===== src/rtl/countdown_timer_core.sv =====
// Countdown timer / stopwatch core with BCD mm:ss digits.
// Time is set with inc pulses, then run down to 00:00 or up to MAX_MIN:59.
// Down runs can auto-reload the preset when RELOAD is 1.
module countdown_timer_core #(
    parameter int TICK_DIV = 50000000,
    parameter int MAX_MIN  = 99,
    parameter int RELOAD   = 0
) (
    input  logic       clk,
    input  logic       reset,
    input  logic       start,
    input  logic       stop,
    input  logic       clear,
    input  logic       inc_sec,
    input  logic       inc_min,
    input  logic       dir,
    output logic [3:0] m_dec,
    output logic [3:0] m_unit,
    output logic [3:0] s_dec,
    output logic [3:0] s_unit,
    output logic [2:0] state,
    output logic       tick,
    output logic       finish,
    output logic       done_pulse
);

    localparam int              PW         = (TICK_DIV > 1) ? $clog2(TICK_DIV) : 1;
    localparam logic [PW-1:0]   PRE_LAST   = PW'(TICK_DIV - 1);
    localparam logic [3:0]      MAX_M_DEC  = 4'(MAX_MIN / 10);
    localparam logic [3:0]      MAX_M_UNIT = 4'(MAX_MIN % 10);
    localparam logic [15:0]     TIME_MAX   = {MAX_M_DEC, MAX_M_UNIT, 8'h59};

    typedef enum logic [2:0] {
        IDLE  = 3'd0,
        SET   = 3'd1,
        RUN   = 3'd2,
        PAUSE = 3'd3,
        DONE  = 3'd4
    } state_t;

    state_t        r_state;
    logic [15:0]   r_time;      // {m_dec, m_unit, s_dec, s_unit}
    logic [15:0]   r_preset;
    logic [PW-1:0] r_pre;
    logic          r_dir;
    logic          r_tick;
    logic          r_done_pulse;

    logic [7:0]    w_sec_inc;
    logic [7:0]    w_min_inc;
    logic [7:0]    w_sec_dec;
    logic [7:0]    w_min_dec;
    logic [15:0]   w_step;
    logic [15:0]   w_inc_time;
    logic          w_step_zero;
    logic          w_step_max;
    logic          w_inc_nz;

    // BCD +1 / -1 helpers for the seconds and minutes fields.
    always_comb begin
        // NOTE: every signal driven here gets a default first, so no path can infer a latch.
        w_sec_inc = {r_time[7:4], r_time[3:0] + 4'd1};
        if (r_time[3:0] == 4'd9)
            w_sec_inc = (r_time[7:4] == 4'd5) ? 8'h00 : {r_time[7:4] + 4'd1, 4'd0};

        w_min_inc = {r_time[15:12], r_time[11:8] + 4'd1};
        if (r_time[15:8] == {MAX_M_DEC, MAX_M_UNIT})
            w_min_inc = 8'h00;
        else if (r_time[11:8] == 4'd9)
            w_min_inc = {r_time[15:12] + 4'd1, 4'd0};

        w_sec_dec = {r_time[7:4], r_time[3:0] - 4'd1};
        if (r_time[3:0] == 4'd0)
            w_sec_dec = (r_time[7:4] == 4'd0) ? 8'h59 : {r_time[7:4] - 4'd1, 4'd9};

        w_min_dec = {r_time[15:12], r_time[11:8] - 4'd1};
        if (r_time[15:8] == 8'h00)
            w_min_dec = {MAX_M_DEC, MAX_M_UNIT};
        else if (r_time[11:8] == 4'd0)
            w_min_dec = {r_time[15:12] - 4'd1, 4'd9};
    end

    // One-second step in the latched direction, with carry/borrow into minutes.
    assign w_step = r_dir
        ? {(r_time[7:0] == 8'h59) ? w_min_inc : r_time[15:8], w_sec_inc}
        : {(r_time[7:0] == 8'h00) ? w_min_dec : r_time[15:8], w_sec_dec};
    assign w_step_zero = (w_step == 16'h0000);
    assign w_step_max  = (w_step == TIME_MAX);

    // Time after a set-mode increment; inc_min outranks inc_sec.
    assign w_inc_time = inc_min ? {w_min_inc, r_time[7:0]} : {r_time[15:8], w_sec_inc};
    assign w_inc_nz   = (w_inc_time != 16'h0000);

    // Command decode, prescaler and time keeping in one state machine.
    always_ff @(posedge clk or negedge reset) begin
        if (!reset) begin
            r_state      <= IDLE;
            r_time       <= '0;
            r_preset     <= '0;
            r_pre        <= '0;
            r_dir        <= 1'b0;
            r_tick       <= 1'b0;
            r_done_pulse <= 1'b0;
        end else begin
            // NOTE: non-blocking assignments so every register updates from pre-edge values.
            r_tick       <= 1'b0;
            r_done_pulse <= 1'b0;
            if (clear) begin
                r_state  <= IDLE;
                r_time   <= '0;
                r_preset <= '0;
                r_pre    <= '0;
            end else if (r_state == RUN) begin
                if (stop) begin
                    r_state <= PAUSE;
                end else if (r_pre == PRE_LAST) begin
                    r_pre  <= '0;
                    r_tick <= 1'b1;
                    if (r_dir) begin
                        r_time <= w_step;
                        if (w_step_max) begin
                            r_state      <= DONE;
                            r_done_pulse <= 1'b1;
                        end
                    end else if (w_step_zero) begin
                        r_done_pulse <= 1'b1;
                        if (RELOAD != 0) begin
                            r_time <= r_preset;
                        end else begin
                            r_time  <= w_step;
                            r_state <= DONE;
                        end
                    end else begin
                        r_time <= w_step;
                    end
                end else begin
                    r_pre <= r_pre + PW'(1);
                end
            end else if (stop) begin
                if (r_state == DONE) begin
                    r_state <= IDLE;
                    r_time  <= '0;
                end
            end else if (start) begin
                case (r_state)
                    IDLE: if (dir) begin
                        r_state <= RUN;
                        r_dir   <= 1'b1;
                        r_pre   <= '0;
                    end
                    SET: begin
                        r_state  <= RUN;
                        r_dir    <= dir;
                        r_preset <= r_time;
                        r_pre    <= '0;
                    end
                    PAUSE: r_state <= RUN;
                    DONE: if (!r_dir && r_preset != 16'h0000) begin
                        r_state <= RUN;
                        r_time  <= r_preset;
                        r_pre   <= '0;
                    end
                    default: ;
                endcase
            end else if (inc_min || inc_sec) begin
                if (r_state != DONE) begin
                    r_time <= w_inc_time;
                    if (r_state != PAUSE)
                        r_state <= w_inc_nz ? SET : IDLE;
                end
            end
        end
    end

    assign m_dec      = r_time[15:12];
    assign m_unit     = r_time[11:8];
    assign s_dec      = r_time[7:4];
    assign s_unit     = r_time[3:0];
    assign state      = r_state;
    assign tick       = r_tick;
    assign finish     = (r_state == DONE);
    assign done_pulse = r_done_pulse;

endmodule


===== config.mk =====
export PLATFORM = sky130hd
export DESIGN_NAME = countdown_timer_core
export DESIGN_NICKNAME = d
export VERILOG_FILES = /design/src/rtl/countdown_timer_core.sv
export SDC_FILE = /design/constraint.sdc
export NUM_CORES = 1
export LEC_CHECK = 0
export ABC_AREA = 0
export BUFFER_PORTS_ARGS = -buffer_cell sky130_fd_sc_hd__buf_4
export CAP_MARGIN = 20
export CORE_MARGIN = 2
export CORE_UTILIZATION = 45
export CTS_CLUSTER_SIZE = 25
export DETAILED_ROUTE_END_ITERATION = 10
export GPL_ROUTABILITY_DRIVEN = 0
export GPL_TIMING_DRIVEN = 0
export PLACE_DENSITY = 0.72
export SETUP_SLACK_MARGIN = 0.2
export SLEW_MARGIN = 0
export SYNTH_ARGS = -nofsm -noshare
export SYNTH_HDL_FRONTEND = slang
export SYNTH_SLANG_ARGS = --single-unit

===== constraint.sdc =====
create_clock -name clk -period 4.3 [get_ports clk]
set_input_delay 0.43 -clock clk [delete_from_list [all_inputs] [get_ports clk]]
set_output_delay 0.43 -clock clk [all_outputs]
set_load 0.005 [all_outputs]

==> results of run 1 <==
-- through the flow --
| stage | setup WS [ns] | util |
|---|---|---|
| floorplan | 1.24 | - |
| global placement | 0.867 | 0.494 |
| detailed placement | 0.752 | 0.494 |
| CTS | 0.733 | 0.516 |
| global route | 0.494 | 0.516 |
| finish | 0.695 | 0.516 |
-- path summary, 6_finish.rpt --
kind / startpoint / endpoint / slack [ns] / cells past startpoint
setup / recovery: r_time[8] / state[1] / 0.70 / 11
hold / removal: reset / r_pre[13] / 0.17 / 1
setup reg to reg: r_time[8] / state[1] / 0.70 / 11
hold reg to reg: r_pre[14] / r_pre[14] / 0.49 / 1
max in group asynchronous: reset / r_time[14] / 3.58 / 1
min in group clk: dir / r_dir / 0.30 / 3
-- kinds of logic after synthesis --
kind of cell | count (synthesis)
flip-flops | 64
multiplexers | 10
AND/OR/NAND/NOR | 237
AO/OA/AOI/OAI | 185
buffers and inverters | 59
XOR/XNOR | 13
adder cells (fa/ha/maj) | 8
-- critical path: cells and delay by family (launching register included) --
family / cells / cell delay [ns]
AND/OR/NAND/NOR: 4 / 1.21
AO/OA/AOI/OAI: 3 / 0.59
multiplexers: 1 / 0.48
buffers and inverters: 2 / 0.45
flip-flops: 1 / 0.42
adder cells (fa/ha/maj): 1 / 0.31
-- layout by cell type, fill, tap and decap left out, types with 3 or more instances in the layout --
cell	count
xor2_1	9
o31ai_1	7
and2_1	5
ha_1	8
a31oi_1	7
nor2_1	64
a311oi_1	3
inv_1	16
nor3_1	14
dfrtp_1	64
a21oi_1	48
nand2_1	51
a22o_1	19
clkbuf_8	9
and3b_1	3
buf_4	29
or2_2	5
a22oi_1	7
clkinv_4	3
nor2b_1	3
nand2b_1	11
nor4_1	10
nand4_1	5
and3_1	10
o21ai_0	50
a221oi_1	5
nand3b_1	4
xnor2_1	4
or3_1	10
mux2i_1	5
buf_2	5
mux2_2	4
o22ai_1	8
nand3_1	19
clkbuf_1	35
-- sequential cells by signal, summed over array words and instances, names as in the netlist --
name	count
tick	1
r_dir	1
r_time	16
r_preset	16
state	3
r_pre	26
done_pulse	1
-- power groups by stage --
stage	clock (uW)	sequential [uW]	combinational (uW)
floorplan	0	787	964
global placement	0	807	1360
detailed placement	0	811	1390
CTS	601	798	1400
global route	631	814	1570
finish	595	800	1440
-- layout make-up --
| cell class | count | area, um^2 | area share |
|---|---|---|---|
| buffer | 42 | 171 | 0.0326 |
| clock buffer | 9 | 124 | 0.0236 |
| clock inverter | 7 | 96.3 | 0.0183 |
| inverter | 17 | 63.8 | 0.0121 |
| multi-input combinational | 453 | 2810 | 0.535 |
| sequential | 64 | 1600 | 0.305 |
| tap | 136 | 170 | 0.0324 |
| timing repair buffer | 29 | 218 | 0.0414 |
-- layer usage --
metal | up-vias | wire length (um) | track usage
li1 | 2209 | - | -
met1 | 2327 | 5890 | 0.331
met2 | 255 | 6490 | 0.402
met3 | 75 | 895 | 0.0526
met4 | 0 | 807 | 0.150
met5 | - | 0 | 0
==> impl_metrics.py, run 1 <==
metrics = {
    "outcome": {
        "outcome": "finished, final reports clean",
    },
    "drt": {
        "drc": 0,
        "routed_wl_mm": 14.1,
        "num_vias": 4866,
        "routedWlPerCell_um": 18.6,
        "detail_route.vias_per_cell": 6.43,
        "postRouteAntennaNets": 0,
        "first_iter_violations": 529,
        "dr.pass1.iters": 5,
    },
    "flow_run": {
        "max-cap-violations": 0,
    },
    "synthesis": {
        "syn_inst": 576,
        "yosysSeqAreaShare": 0.345,
        "synth_cell_type_count": 75,
        "synth_edf_count": 0,
        "synth-simple-area-share": 0.273,
        "ys.flop_type": "dfrtp_1",
        "synth_mux_area_frac": 0.0253,
        "synth_top_family_by_area": "simple AND/OR/NAND/NOR gates",
        "synth_top_cell_by_area": "dfrtp_1",
        "synthAdderAreaFrac": 0.0216,
        "syn_nets": 592,
        "yosys_warnings": 0,
        "synth_top_area_share": 0.345,
        "synth-xor-area-share": 0.0245,
        "synth-compound-area-share": 0.260,
        "syn_area_per_cell_um2": 8.06,
        "synthArstFlopShare": 1.00,
        "syn_area_um2": 4640,
        "synth-seq-cells": 64,
        "yosys-top-cells-count": "dfrtp_1 (64), nor2_1 (64), nand2_1 (51)",
        "yosys-top-cells-area": "dfrtp_1 (34%), o21ai_0 (5.4%), a21oi_1 (5.2%)",
    },
    "worst_setup_path": {
        "crit_slowest_cell": "mux4_2",
        "path_max_fanout": 9,
        "cp-end-kind": "register",
        "cpPeakStageDelay_ns": 0.48,
        "crit_required_ns": 4.52,
        "worst-setup-path-type": "register to register",
        "start_kind": "register",
        "cp_data_arrival_time_ns": 3.82,
        "cp_cell_sequence": "clkbuf_1 > inv_1 > ha_1 > or3b_1 > and3_1 > mux4_2 > or3_1 > nor4_2 > o2111ai_2 > o21ai_1 > a22oi_1",
    },
    "cells_and_area": {
        "areaGrowthSynthToFinish_pct": 13.1,
        "fillers": 1000,
        "num-nets-final": 632,
        "layout.cells.non_filler": 757,
        "antenna_cells": 0,
        "final_area_um2": 5250,
        "drive_gt1_frac": 0.126,
    },
    "cts": {
        "cts_sinks": 64,
        "path_clk_slew_ns": 0.08,
        "cts_tree": "yes",
        "clockBufferDepth": 2,
        "cts_hold_buf": 0,
        "cts_resized": 0,
        "clk_latency_ns": 0.35,
        "h-tree-depth": 3,
        "post-cts-setup-buffers": 0,
        "cts_buffers": 9,
        "cts-root-buf": "clkbuf_8",
    },
    "floorplanning": {
        "die_h_um": 106,
        "ioPinCount": 30,
        "fp.dieW_um": 106,
        "initial_core_util": 0.456,
        "rows": 37,
        "core_um2": 10200,
        "die_area_um2": 11100,
    },
    "placement": {
        "post-dp-hpwl_mm": 9.93,
        "io_buffers": 29,
        "placed_area_um2": 5030,
        "dp.cells": 741,
    },
    "global_route": {
        "grt_pass1_wl_mm": 23.1,
        "overflow": 0,
        "grt_max_degree": 65,
        "antenna_found_initial": 0,
        "grt_util_all_layers": 0.258,
        "grt_pass1_vias": 4566,
    },
    "pwr": {
        "p_total_uw": 2830,
        "intPower_uw": 1550,
        "ir_worst_vdd_uv": 303,
        "switchingPower_uw": 1280,
        "pwr-share-clk": 0.210,
        "p_leak_uw": 0.00212,
        "pwr-share-comb": 0.507,
        "seqPwrFrac": 0.283,
        "p_sw_frac": 0.454,
        "cellPowerDensity_nw_per_um2": 539,
    },
    "sta": {
        "setup-violations-final": 0,
        "finalCriticalPeriod_ns": 3.60,
        "holdWs_ns": 0.173,
        "fin_tns_setup_ns": 0,
        "fin_crit_sh": 0.838,
        "worst_slew_pin_slew_ns": 0.835,
        "max_freq_ghz": 0.277,
        "hold_viol_final": 0,
        "maxSlewViolCount": 0,
        "fin_worst_skew_ns": 0.0106,
        "slew_headroom": 0.443,
        "rsz0062_at_grt": "false",
    },
    "worst_hold_path": {
        "min_path_type": "primary input to async pin",
    },
}
Power figures use the tool's default switching activity.
==> run 2: changes to the inputs <==
Settings changed: PLACE_DENSITY 0.72 to 0.75.
Clock period 4.3 ns to 2.97 ns, I/O delays scaled along.
==> impl_metrics.py, run 2 (synthesized netlist as in run 1, its figures left out) <==
metrics = {
    "worst_setup_path": {
        "cp_num_buf_inv": 2,
        "cp-end-kind": "register",
        "cp_data_arrival_time_ns": 3.14,
        "worst-setup-path-type": "register to register",
        "crit_required_ns": 3.19,
        "cp_cell_sequence": "clkbuf_8 > inv_8 > ha_4 > or3b_4 > and3_4 > mux4_2 > or3_4 > nor4_4 > o2111ai_4 > o21ai_2 > a22oi_1",
        "crit_slowest_cell": "mux4_2",
        "cpPeakStageDelay_ns": 0.46,
        "start_kind": "register",
        "crit_family": "simple AND/OR/NAND/NOR gates",
        "path_max_fanout": 4,
    },
    "pwr": {
        "p_total_uw": 4150,
        "p_leak_uw": 0.00222,
        "ir_worst_vdd_uv": 433,
        "cellPowerDensity_nw_per_um2": 764,
    },
    "floorplanning": {
        "fp.dieW_um": 106,
        "die_h_um": 106,
        "rows": 37,
        "core_um2": 10200,
        "die_area_um2": 11100,
        "initial_core_util": 0.456,
        "ioPinCount": 30,
    },
    "cells_and_area": {
        "areaGrowthSynthToFinish_pct": 17.0,
        "fillers": 970,
        "num-nets-final": 642,
        "antenna_cells": 0,
        "reg.largest.list": "r_pre x26, r_preset x16, r_time x16",
        "final_cell_mix": "nor2_1 (63), dfrtp_1 (63), nand2_1 (51)",
        "largest-register": "r_pre",
        "drive_gt1_frac": 0.183,
        "largest_register_ffs": 26,
        "layout.cells.non_filler": 766,
    },
    "placement": {
        "post-dp-hpwl_mm": 9.70,
        "dp.cells": 741,
        "place_ws_ns": -0.180,
        "io_buffers": 29,
    },
    "sta": {
        "maxSlewViolCount": 0,
        "max_freq_ghz": 0.343,
        "fin_tns_setup_ns": 0,
        "fin_worst_skew_ns": 0.0167,
        "fin_crit_sh": 0.983,
        "postLayoutSetupSlackWorst_ns": 0.0516,
        "rsz0062_at_grt": "true",
        "setup-violations-final": 0,
        "worst_slew_pin_slew_ns": 0.829,
        "slew_headroom": 0.447,
        "finalCriticalPeriod_ns": 2.92,
        "hold_viol_final": 0,
    },
    "cts": {
        "clockBufferDepth": 2,
        "cts_tree": "yes",
        "cts-root-buf": "clkbuf_8",
        "cts_sinks": 64,
        "h-tree-depth": 3,
        "path_clk_slew_ns": 0.08,
        "clk_latency_ns": 0.37,
        "cts_buffers": 9,
    },
    "global_route": {
        "grt_util_all_layers": 0.250,
        "antenna_found_initial": 0,
        "grt_pass1_vias": 4472,
        "grt_pass1_wl_mm": 22.3,
        "grt_max_degree": 65,
        "overflow": 0,
    },
    "worst_hold_path": {
        "min_path_type": "primary input to async pin",
    },
    "flow_run": {
        "max-cap-violations": 0,
    },
    "drt": {
        "drc": 0,
        "detail_route.vias_per_cell": 6.34,
        "first_iter_violations": 534,
        "routedWlPerCell_um": 18.2,
        "postRouteAntennaNets": 0,
        "num_vias": 4854,
        "dr.pass1.iters": 5,
        "routed_wl_mm": 14.0,
    },
    "outcome": {
        "outcome": "finished, final reports clean",
    },
}
[run 2: changes by cell type in the layout (fill, tap and decap cells not counted), moves of 3 or more]
cell      previous run  this run
buf_4               29        41
clkbuf_1            35        24
clkbuf_2             0         6
a21oi_1             48        43
a21oi_2              1         6
buf_6                1         4
[run 2: layer usage]
| layer | wire length (um) | part of all wire | global-route usage | vias to the layer above |
|---|---|---|---|---|
| met5 | 0 | 0 | 0 | - |
| met4 | 654 | 0.047 | 0.130 | 0 |
| met3 | 968 | 0.069 | 0.0538 | 58 |
| met2 | 6520 | 0.47 | 0.395 | 266 |
| met1 | 5820 | 0.42 | 0.321 | 2301 |
| li1 | - | - | - | 2229 |
[run 2: layout make-up]
type | count | area, um^2 | area share
inverters | 17 | 71.3 | 0.0131
flip-flops and latches | 64 | 1600 | 0.295
well taps | 136 | 170 | 0.0313
plain buffers | 41 | 211 | 0.0389
multi-input cells | 453 | 2920 | 0.537
clock inverters | 5 | 35.0 | 0.00645
repair buffers | 40 | 300 | 0.0552
clock buffers | 10 | 128 | 0.0235
[run 2: per-stage QoR]
step / utilization / hold WS, ns / area [um^2]
floorplan: - / 0.00141 / 4680
finish: 0.534 / 0.0204 / 5440
global placement: 0.497 / 0.444 / 5070
CTS: 0.524 / 0.0620 / 5330
detailed placement: 0.497 / 0.455 / 5070
global route: 0.534 / 0.110 / 5440
[run 2: what timing repair did]
action / in CTS / in global routing
hold buffers: 0 / 0
endpoints found under the setup margin: 40 / 37
buffers inserted: 8 / 3
pin swaps: 7 / 8
cloned: 0 / 0
hold endpoints to repair: 0 / 0
resized for setup: 14 / 35
[run 2: final timing paths]
path	start	to	slack (ns)	cells past startpoint
min reg2reg	r_pre[14]	r_pre[14]	0.48	1
min in group clk	dir	r_dir	0.18	3
max	r_time[8]	state[1]	0.05	11
max in group asynchronous	reset	r_time[9]	2.38	1
max reg2reg	r_time[8]	state[1]	0.05	11
min	reset	r_time[8]	0.02	1
[run 2: power breakdown]
part	total (uW)	switching [uW]	internal [uW]
clock network	666	368	298
registers	1150	160	987
logic	2340	1400	937
